==> config.mk <==
export PLATFORM = sky130hd
export DESIGN_NAME = wash_sequencer
export DESIGN_NICKNAME = d
export VERILOG_FILES = /design/src/rtl/wash_pkg.sv /design/src/rtl/wash_sequencer_btn_edge.sv /design/src/rtl/wash_sequencer.sv
export SDC_FILE = /design/constraint.sdc
export NUM_CORES = 1
export LEC_CHECK = 0
export CORE_MARGIN = 10
export CORE_UTILIZATION = 55
export CTS_CLUSTER_DIAMETER = 120
export CTS_CLUSTER_SIZE = 40
export DETAILED_ROUTE_END_ITERATION = 8
export DONT_BUFFER_PORTS = 1
export PLACE_DENSITY = 0.72
export SYNTH_ARGS = -nofsm -noshare
export SYNTH_HDL_FRONTEND = slang
export SYNTH_SLANG_ARGS = --single-unit
export TNS_END_PERCENT = 10
==> constraint.sdc <==
create_clock -name clk -period 2.6 [get_ports clk]
set_input_delay 0.78 -clock clk [delete_from_list [all_inputs] [get_ports clk]]
set_output_delay 0.78 -clock clk [all_outputs]
set_load 0.01 [all_outputs]
==> src/rtl/wash_pkg.sv <==
// Shared encodings for the washing-machine program sequencer:
// state codes (also driven on phase), timer run_state codes and motor codes.
package wash_pkg;

    typedef enum logic [2:0] {
        ST_IDLE  = 3'd0,
        ST_WASH  = 3'd1,
        ST_RINSE = 3'd2,
        ST_SPIN  = 3'd3,
        ST_PAUSE = 3'd4,
        ST_DONE  = 3'd5
    } state_t;

    localparam logic [1:0] RUN_IDLE  = 2'b00;
    localparam logic [1:0] RUN_RUN   = 2'b01;
    localparam logic [1:0] RUN_PAUSE = 2'b10;

    localparam logic [1:0] MOTOR_OFF     = 2'b00;
    localparam logic [1:0] MOTOR_AGITATE = 2'b01;
    localparam logic [1:0] MOTOR_SPIN    = 2'b10;

    // WASH and RINSE share the fill-then-agitate behaviour.
    function automatic logic is_fill(input state_t s);
        return (s == ST_WASH) || (s == ST_RINSE);
    endfunction

endpackage

==> src/rtl/wash_sequencer_btn_edge.sv <==
// Registered rising-edge detector: press pulses one cycle, one edge after
// the button level is first sampled high.
module btn_edge (
    input  logic clk,
    input  logic rst,
    input  logic btn,
    output logic press
);

    logic btn_q;

    always_ff @(posedge clk or posedge rst) begin
        if (rst) begin
            btn_q <= 1'b0;
            press <= 1'b0;
        end else begin
            btn_q <= btn;
            press <= btn & ~btn_q;
        end
    end

endmodule

==> src/rtl/wash_sequencer.sv <==
// Program sequencer: drives the timer run_state, splits rest_time into
// WASH/RINSE/SPIN phases and drives valve, drain, motor and buzzer.
module wash_sequencer
    import wash_pkg::*;
#(
    parameter int RINSE_T  = 20,
    parameter int SPIN_T   = 10,
    parameter int FILL_CYC = 50_000_000,
    parameter int BUZZ_CYC = 200_000_000
) (
    input  logic       clk,
    input  logic       rst,
    input  logic       power_light,
    input  logic       start_pause,
    input  logic       door_open,
    input  logic [6:0] rest_time,
    output logic [1:0] run_state,
    output logic [2:0] phase,
    output logic       water_in,
    output logic       drain,
    output logic [1:0] motor,
    output logic       buzzer
);

    localparam logic [6:0]  TH_RINSE  = 7'(RINSE_T + SPIN_T);
    localparam logic [6:0]  TH_SPIN   = 7'(SPIN_T);
    localparam logic [31:0] FILL_MAX  = 32'(FILL_CYC);
    localparam logic [31:0] BUZZ_LAST = 32'(BUZZ_CYC - 1);

    state_t      state, state_n, saved, saved_n;
    logic [31:0] fill_cnt, fill_n, buzz_cnt, buzz_n;
    logic [1:0]  run_state_n, motor_n;
    logic        water_n, drain_n, buzzer_n;
    logic        press;

    btn_edge u_btn_edge (
        .clk   (clk),
        .rst   (rst),
        .btn   (start_pause),
        .press (press)
    );

    function automatic state_t start_phase(input logic [6:0] rt);
        if (rt > TH_RINSE)
            return ST_WASH;
        else if (rt > TH_SPIN)
            return ST_RINSE;
        else
            return ST_SPIN;
    endfunction

    always_comb begin
        state_n = state;
        saved_n = saved;
        fill_n  = fill_cnt;
        buzz_n  = 32'd0;
        if (!power_light) begin
            state_n = ST_IDLE;
            saved_n = ST_WASH;
            fill_n  = 32'd0;
        end else begin
            case (state)
                ST_IDLE: begin
                    if (press && rest_time != 7'd0 && !door_open)
                        state_n = start_phase(rest_time);
                end
                ST_WASH, ST_RINSE, ST_SPIN: begin
                    if (rest_time == 7'd0) begin
                        state_n = ST_DONE;
                    end else if (door_open || press) begin
                        state_n = ST_PAUSE;
                        saved_n = state;
                    end else if (state == ST_WASH && rest_time <= TH_RINSE) begin
                        state_n = ST_RINSE;
                    end else if (state == ST_RINSE && rest_time <= TH_SPIN) begin
                        state_n = ST_SPIN;
                    end
                end
                ST_PAUSE: begin
                    if (press && !door_open)
                        state_n = saved;
                end
                ST_DONE: begin
                    if (press || buzz_cnt == BUZZ_LAST)
                        state_n = ST_IDLE;
                end
                default: state_n = ST_IDLE;
            endcase

            // fill_cnt counts active fill cycles; frozen while paused, kept on resume.
            if (is_fill(state_n) && state_n != state && state != ST_PAUSE)
                fill_n = 32'd0;
            else if (is_fill(state) && fill_cnt != FILL_MAX)
                fill_n = fill_cnt + 32'd1;

            if (state == ST_DONE && state_n == ST_DONE)
                buzz_n = buzz_cnt + 32'd1;
        end
    end

    // Outputs are decoded from the next state so they register with it.
    always_comb begin
        run_state_n = RUN_IDLE;
        motor_n     = MOTOR_OFF;
        water_n     = 1'b0;
        drain_n     = 1'b0;
        buzzer_n    = 1'b0;
        case (state_n)
            ST_WASH, ST_RINSE: begin
                run_state_n = RUN_RUN;
                water_n     = (fill_n < FILL_MAX);
                motor_n     = water_n ? MOTOR_OFF : MOTOR_AGITATE;
            end
            ST_SPIN: begin
                run_state_n = RUN_RUN;
                drain_n     = 1'b1;
                motor_n     = MOTOR_SPIN;
            end
            ST_PAUSE: run_state_n = RUN_PAUSE;
            ST_DONE:  buzzer_n    = 1'b1;
            default:  run_state_n = RUN_IDLE;
        endcase
    end

    always_ff @(posedge clk or posedge rst) begin
        if (rst) begin
            state     <= ST_IDLE;
            saved     <= ST_WASH;
            fill_cnt  <= 32'd0;
            buzz_cnt  <= 32'd0;
            run_state <= RUN_IDLE;
            water_in  <= 1'b0;
            drain     <= 1'b0;
            motor     <= MOTOR_OFF;
            buzzer    <= 1'b0;
        end else begin
            state     <= state_n;
            saved     <= saved_n;
            fill_cnt  <= fill_n;
            buzz_cnt  <= buzz_n;
            run_state <= run_state_n;
            water_in  <= water_n;
            drain     <= drain_n;
            motor     <= motor_n;
            buzzer    <= buzzer_n;
        end
    end

    assign phase = state;

endmodule

# --- After elaboration in Yosys (flattened, before gate mapping) ---
# Cells that the tools add are included.
totals:
  regBits: 79
  in_bits: 12
  out_inout_bits: 10
  word_cells: 88
op_classes:
  addsub: 2
  order_cmp: 5
  eq_ne: 20
  mux: 27
  bitwise: 2
  reduce_logical: 21
ops:
  columns: ["operator", "n"]
  rows:
  - ["32-bit 2-to-1 mux", 5]
  - ["32-bit by 1-bit adder with 32-bit output (second input constant)", 2]
  - ["3-bit 2-to-1 mux", 13]
  - ["32-bit by 28-bit == test with 1-bit output (second input constant)", 1]
  - ["32-bit by 26-bit < comparator with 1-bit output (second input constant)", 1]
  - ["32-bit by 26-bit != test with 1-bit output (second input constant)", 1]
  - ["3-bit by 2-bit == test with 1-bit output (second input constant)", 5]
  - ["3-bit == test (second input constant)", 5]
  - ["3-bit one-hot mux with 4 select lines", 1]
  - ["3-bit by 1-bit == test with 1-bit output (second input constant)", 3]
  - ["1-bit logical AND", 9]
  - ["2-bit one-hot mux with 2 select lines", 2]
  - ["7-bit by 4-bit > comparator with 1-bit output (second input constant)", 1]
  - ["7-bit by 5-bit > comparator with 1-bit output (second input constant)", 1]
  - ["7-bit by 4-bit <= comparator with 1-bit output (second input constant)", 1]
  - ["7-bit by 5-bit <= comparator with 1-bit output (second input constant)", 1]
  - ["7-bit logical NOT", 1]
  - ["7-bit nonzero test", 1]
  - ["3-bit OR reduction", 2]
  - ["1-bit 2-to-1 mux", 5]
  - ["1-bit logical OR", 4]
  - ["2-bit by 1-bit != test with 1-bit output (second input constant)", 2]
  - ["3-bit logical NOT", 1]
  - ["3-bit != test", 1]
  - ["other kinds (8)", 8]

# --- Logic depth before layout (Yosys ltp) ---
logic_depth:
  depth_word: 17
  ltp_mapped: 11
  depth_no_buf: 10

# --- By module ---
# A second synthesis with hierarchy kept.
hier_totals:
  hier_cells: 503
  area_unflattened_um2: 4523.1
by_module_without_submodules:
  columns: ["module", "instances", "cells_each", "area_per_inst_um2", "seq_area_each_um2"]
  rows:
  - ["wash_sequencer", 1, 499, 4455.5, 1928.1]
  - ["btn_edge", 1, 4, 67.6, 50.0]

# --- Worst setup path before layout ---
# Ideal clock, no wire load.
synth_timing:
  path_kind: "input to register"
  from: "input port rest_time[0]"
  to: "register fill_cnt[24]"
  setup_time_ns: 0.125
  arrival_ns: 2.664
  t_required_ns: 2.475
  setup_slack_ns: -0.189
  stages: 8
  path_buffers: 1
  cell_sequence: "or4_4 -> o32ai_2 -> o41ai_1 -> o211a_2 -> and4b_1 -> a211oi_4 -> buf_6 -> nor2_1"
synth_between:
  elab_chain_cells: 14
  word_cells_on_any_way: 27
  classes_between: "order compare: 4; eq/ne: 3; mux: 11; reduce/logical: 9"
synth_rtl:
  columns: ["element", "line_no", "rtl"]
  rows:
  - ["start: declaration", "wash_sequencer.sv:16", "input logic [6:0] rest_time,"]
  - ["7-bit by 4-bit <= comparator with 1-bit output", "wash_sequencer.sv:75", "end else if (state == ST_RINSE && rest_time <= TH_SPIN) begin"]
  - ["1-bit logical AND", "wash_sequencer.sv:75", null]
  - ["3-bit 2-to-1 mux", "wash_sequencer.sv:75", null]
  - ["3-bit 2-to-1 mux", "wash_sequencer.sv:73", "end else if (state == ST_WASH && rest_time <= TH_RINSE) begin"]
  - ["3-bit 2-to-1 mux", "wash_sequencer.sv:70", "end else if (door_open || press) begin"]
  - ["3-bit 2-to-1 mux", "wash_sequencer.sv:68", "if (rest_time == 7'd0) begin"]
  - ["3-bit one-hot mux with 4 select lines (*)", "wash_sequencer.sv:62", "case (state)"]
  - ["3-bit 2-to-1 mux (*)", "wash_sequencer.sv:57", "if (!power_light) begin"]
  - ["3-bit by 1-bit == test with 1-bit output / 3-bit by 2-bit == test with 1-bit output (equally long branches)", "wash_pkg.sv:24", "return (s == ST_WASH) || (s == ST_RINSE);"]
  - ["1-bit logical OR", "wash_pkg.sv:24", null]
  - ["1-bit logical AND (*) (2 in series)", "wash_sequencer.sv:91", "if (is_fill(state_n) && state_n != state && state != ST_PAUSE)"]
  - ["32-bit 2-to-1 mux (*)", "wash_sequencer.sv:91", null]
  - ["32-bit 2-to-1 mux (*)", "wash_sequencer.sv:57", null]
  - ["net fill_n[24]", "wash_sequencer.sv:31", "logic [31:0] fill_cnt, fill_n, buzz_cnt, buzz_n;"]
  - ["end signal: assignment", "wash_sequencer.sv:139", "fill_cnt <= fill_n;"]
  - ["end: declaration", "wash_sequencer.sv:31", null]
# The timed path passes the listed nets; every way through them passes the cells marked *. The select of a mux whose other input is x is not followed.
# A chain may end at the register's enable or synchronous reset.

# --- Final worst setup path ---
layout_timing:
  from: "input port rest_time[0]"
  to: "register water_in"
layout_between:
  elab_chain_cells: 16
  word_cells_on_any_way: 33
  classes_between: "order compare: 5; eq/ne: 5; mux: 13; reduce/logical: 10"
layout_rtl:
  columns: ["element", "line_no", "rtl"]
  rows:
  - ["7-bit by 4-bit <= comparator with 1-bit output", "wash_sequencer.sv:75", null]
  - ["1-bit logical AND", "wash_sequencer.sv:75", null]
  - ["3-bit 2-to-1 mux", "wash_sequencer.sv:75", null]
  - ["3-bit 2-to-1 mux", "wash_sequencer.sv:73", null]
  - ["3-bit 2-to-1 mux", "wash_sequencer.sv:70", null]
  - ["3-bit 2-to-1 mux", "wash_sequencer.sv:68", null]
  - ["3-bit one-hot mux with 4 select lines (*)", "wash_sequencer.sv:62", null]
  - ["3-bit 2-to-1 mux (*)", "wash_sequencer.sv:57", null]
  - ["3-bit by 1-bit == test with 1-bit output / 3-bit by 2-bit == test with 1-bit output (equally long branches)", "wash_pkg.sv:24", null]
  - ["1-bit logical OR", "wash_pkg.sv:24", null]
  - ["1-bit logical AND (2 in series)", "wash_sequencer.sv:91", null]
  - ["32-bit 2-to-1 mux", "wash_sequencer.sv:91", null]
  - ["32-bit 2-to-1 mux", "wash_sequencer.sv:57", null]
  - ["32-bit by 26-bit < comparator with 1-bit output", "wash_sequencer.sv:111", "water_n = (fill_n < FILL_MAX);"]
  - ["1-bit 2-to-1 mux (*)", "wash_sequencer.sv:108", "case (state_n)"]
  - ["net water_n", "wash_sequencer.sv:33", "logic water_n, drain_n, buzzer_n;"]
  - ["end signal: assignment", "wash_sequencer.sv:142", "water_in <= water_n;"]
  - ["end: declaration", "wash_sequencer.sv:19", "output logic water_in,"]
# Marked as above.

==> flow_metrics.tcl <==
set metrics [dict create \
    place.port_buffers 0 \
    hold-worst-slack_ns 0.2834 \
    globalRouteOverflowTotal 0 \
    synth.yosys.seq_area_share 0.4422 \
    vias 3653 \
    syn_nets 500 \
    gp_congestion 0.9205 \
    run_status "finished clean" \
    wire_per_inst_um 15.47 \
    hpwl_um 6995 \
    clock_skew_ns 0.01319 \
    asyncSetResetFlopFracSynth 1.000 \
    setup_viol 0 \
    timing.final.max_slew_violations 0 \
    io-pin-count 22 \
    critPathRequiredTime_ns 2.89 \
    insertion_delay_ns 0.36 \
    dpl_cell_area_um2 4855 \
    pre_cts_slack_ns -0.2662 \
    clk_root_buffer_cell "sky130_fd_sc_hd__clkbuf_8" \
    worstMarginPinSlew_ns 0.5558 \
    worst_setup_hold_path_clk_slew_ns 0.08 \
    postSynthRegisterBits 79 \
    dieHeight_um 110.2 \
    row_count 32 \
    maximum_number_of_pins_on_one_net_before_global_route_repair 35 \
    synth_cells 485 \
    finalInstanceArea_um2 5166 \
    post-route-period-util 0.9922 \
    tritoncts_num_sinks 79 \
    drt_pre_antenna_iters 5 \
    first_pass_grt_wire_length_um 16580 \
    layout.cells.non_filler 634 \
    htreeDepth 3 \
    critPathKind "input pin to flip-flop" \
    floorplan.initialDensity 0.5729 \
    worst-endpoint-arrival_ns 2.87 \
    die-width_um 110.2 \
    cellPowerDensity_nw_per_um2 430.2 \
    crit_start_category "input pin" \
    layout_commonest_cell "sky130_fd_sc_hd__nor2_1" \
    fp.dieArea_um2 12140 \
    ys.warnings.count 0 \
    coreArea_um2 7807 \
    fin_tns_setup_ns 0 \
    finalHoldViolCount 0 \
    leakagePower_nw 2.106 \
    fin_util 0.6617 \
    numCtsBuffers 9 \
    synth_edf_count 0 \
    postRouteWirelength_um 9810 \
    final_period_minus_worst_setup_slack_ns 2.580 \
    area_delta_synth_final_pct 15.50 \
    grt_use_total 0.1674 \
    yosys_most_used_dff "sky130_fd_sc_hd__dfrtp_1" \
    design_power_total_mw 2.223 \
    route.detailed.drc 0 \
    diodes 0 \
    timing.critical_path.fanout_max 17 \
    timing.hold.worst.class "input pin to asynchronous set/reset pin" \
    netlist_area_um2 4473 \
    highest_clock_rate_ghz 0.3876 \
    final_net_count 542 \
    critical_path.endpoint_type "flip-flop" \
    vias_in_the_first_global_route 3546 \
    placed_cells 612 \
    syn_area_per_cell_um2 9.223 \
    tritoncts "built" \
    fill_cells 634 \
    antenna_found_initial 0 \
    routed_via_density 5.762 \
    drtIter0Drc 301 \
    drtAntennaViolNets 0 \
    worst_ir_drop_vdd_mv 0.3699 \
    final_critical_path_setup_slack_ns 0.02031 \
    slew-limit-headroom 0.6266 \
    post_route_cells_drive_above_1_share 0.1692 \
    yosys.cell_types.count 62 \
    maxCapViolations 0 \
    layout_common_cells "sky130_fd_sc_hd__nor2_1, sky130_fd_sc_hd__dfrtp_1, sky130_fd_sc_hd__buf_4" \
    cts.path.max_buffers 2 \
]
path summary, 6_finish.rpt:
| path | from | end | slack (ns) | cells past startpoint |
|---|---|---|---|---|
| max | rest_time[0] | water_in$_DFF_PP0_ | 0.02 | 9 |
| max reg2reg | buzz_cnt[18]$_DFF_PP0_ | water_in$_DFF_PP0_ | 0.06 | 10 |
| min | rst | fill_cnt[6]$_DFFE_PP0P_ | 0.28 | 1 |
| min in group clk | u_btn_edge.btn_q$_DFF_PP0_ | u_btn_edge.press$_DFF_PP0_ | 0.41 | 1 |
| max in group asynchronous | rst | saved[0]$_DFFE_PP1P_ | 1.68 | 2 |
| min reg2reg | u_btn_edge.btn_q$_DFF_PP0_ | u_btn_edge.press$_DFF_PP0_ | 0.41 | 1 |
layer usage:
layer  track usage  share of wire  vias up  routed length, um
met3       0.04527          0.049       12                484
met4       0.05505          0.013        0                123
met5             0              0        -                  0
met2        0.2748           0.49       87               4845
met1        0.2100           0.44     1784               4357
li1              -              -     1770                  -
cells by family after synthesis:
kind of cell | count (synthesis) | share of synthesized area
AND/OR/NAND/NOR | 260 | 0.3001
AO/OA/AOI/OAI | 41 | 0.07329
flip-flops | 79 | 0.4422
buffers and inverters | 34 | 0.04056
XOR/XNOR | 66 | 0.1309
adder cells (fa/ha/maj) | 3 | 0.008393
multiplexers | 2 | 0.004476
where the power goes:
part	switching [mW]	internal, mW
Combinational	0.0915	0.0708
Clock	0.443	0.375
Sequential	0.00705	1.24
Total	0.541	1.68
synth_stat cells (2+ instances only):
cell type | number | area [um^2]
sky130_fd_sc_hd__and2_1 | 2 | 12.51
sky130_fd_sc_hd__nand3b_1 | 2 | 15.01
sky130_fd_sc_hd__a21oi_1 | 6 | 30.03
sky130_fd_sc_hd__nand2_1 | 37 | 138.9
sky130_fd_sc_hd__inv_1 | 13 | 48.80
sky130_fd_sc_hd__and3_1 | 14 | 87.58
sky130_fd_sc_hd__nand4b_1 | 8 | 70.07
sky130_fd_sc_hd__xor2_1 | 40 | 350.3
sky130_fd_sc_hd__dfrtp_1 | 78 | 1952
sky130_fd_sc_hd__ha_1 | 3 | 37.54
sky130_fd_sc_hd__o21bai_1 | 2 | 15.01
sky130_fd_sc_hd__or2_2 | 3 | 18.77
sky130_fd_sc_hd__nor3b_1 | 3 | 22.52
sky130_fd_sc_hd__nand3_1 | 32 | 160.2
sky130_fd_sc_hd__nand2b_1 | 5 | 31.28
sky130_fd_sc_hd__nor4b_1 | 4 | 35.03
sky130_fd_sc_hd__nor2b_1 | 5 | 31.28
sky130_fd_sc_hd__nor2_1 | 93 | 349.1
sky130_fd_sc_hd__xnor2_1 | 25 | 219.0
sky130_fd_sc_hd__nor4_1 | 6 | 37.54
sky130_fd_sc_hd__o21ai_0 | 2 | 10.01
sky130_fd_sc_hd__nor3_1 | 12 | 60.06
sky130_fd_sc_hd__or3_1 | 2 | 12.51
sky130_fd_sc_hd__o41ai_1 | 3 | 26.28
sky130_fd_sc_hd__buf_6 | 5 | 56.30
sky130_fd_sc_hd__buf_2 | 8 | 40.04
sky130_fd_sc_hd__nand4_1 | 18 | 112.6
sky130_fd_sc_hd__and4_1 | 5 | 43.79
sky130_fd_sc_hd__mux2i_1 | 2 | 20.02
sky130_fd_sc_hd__a31o_2 | 2 | 17.52
sky130_fd_sc_hd__a31oi_1 | 4 | 25.02
sky130_fd_sc_hd__o31ai_1 | 5 | 37.54
sky130_fd_sc_hd__a2111oi_0 | 2 | 17.52
sky130_fd_sc_hd__clkbuf_2 | 2 | 10.01
sky130_fd_sc_hd__clkbuf_1 | 5 | 18.77
flip-flops by register name, summed over array words and instances (netlist names):
signal / cells
saved: 3
buzzer: 1
phase: 3
fill_cnt: 32
u_btn_edge.btn_q: 1
water_in: 1
buzz_cnt: 32
u_btn_edge.press: 1
run_state: 2
drain: 1
motor: 2
what timing repair did:
item / 4_1_cts / 5_1_grt
endpoints found under the setup margin: 2 / 34
setup buffers: 0 / 5
gates cloned: 0 / 1
pin swaps: 1 / 6
hold buffers: 0 / 0
gates resized for setup: 0 / 12
worst max-delay path: stages:
cell	delay, ns
sky130_fd_sc_hd__or4_4	0.57
sky130_fd_sc_hd__o32ai_4	0.26
sky130_fd_sc_hd__o41ai_2	0.13
sky130_fd_sc_hd__o211a_4	0.26
sky130_fd_sc_hd__and4b_1	0.22
sky130_fd_sc_hd__a211oi_4	0.22
sky130_fd_sc_hd__buf_4	0.15
sky130_fd_sc_hd__buf_12	0.14
sky130_fd_sc_hd__o21ba_1	0.13
area by class of cell:
| cell class | count | area, um^2 | share of cell area |
|---|---|---|---|
| Sequential cell | 79 | 1978 | 0.3829 |
| Timing Repair Buffer | 52 | 445.4 | 0.08622 |
| Clock buffer | 12 | 145.1 | 0.02809 |
| Inverter | 13 | 52.55 | 0.01017 |
| Clock inverter | 4 | 31.28 | 0.006055 |
| Tap cell | 102 | 127.6 | 0.02470 |
| Multi-Input combinational cell | 372 | 2386 | 0.4619 |
No activity file was read; power rests on OpenSTA's default activity.
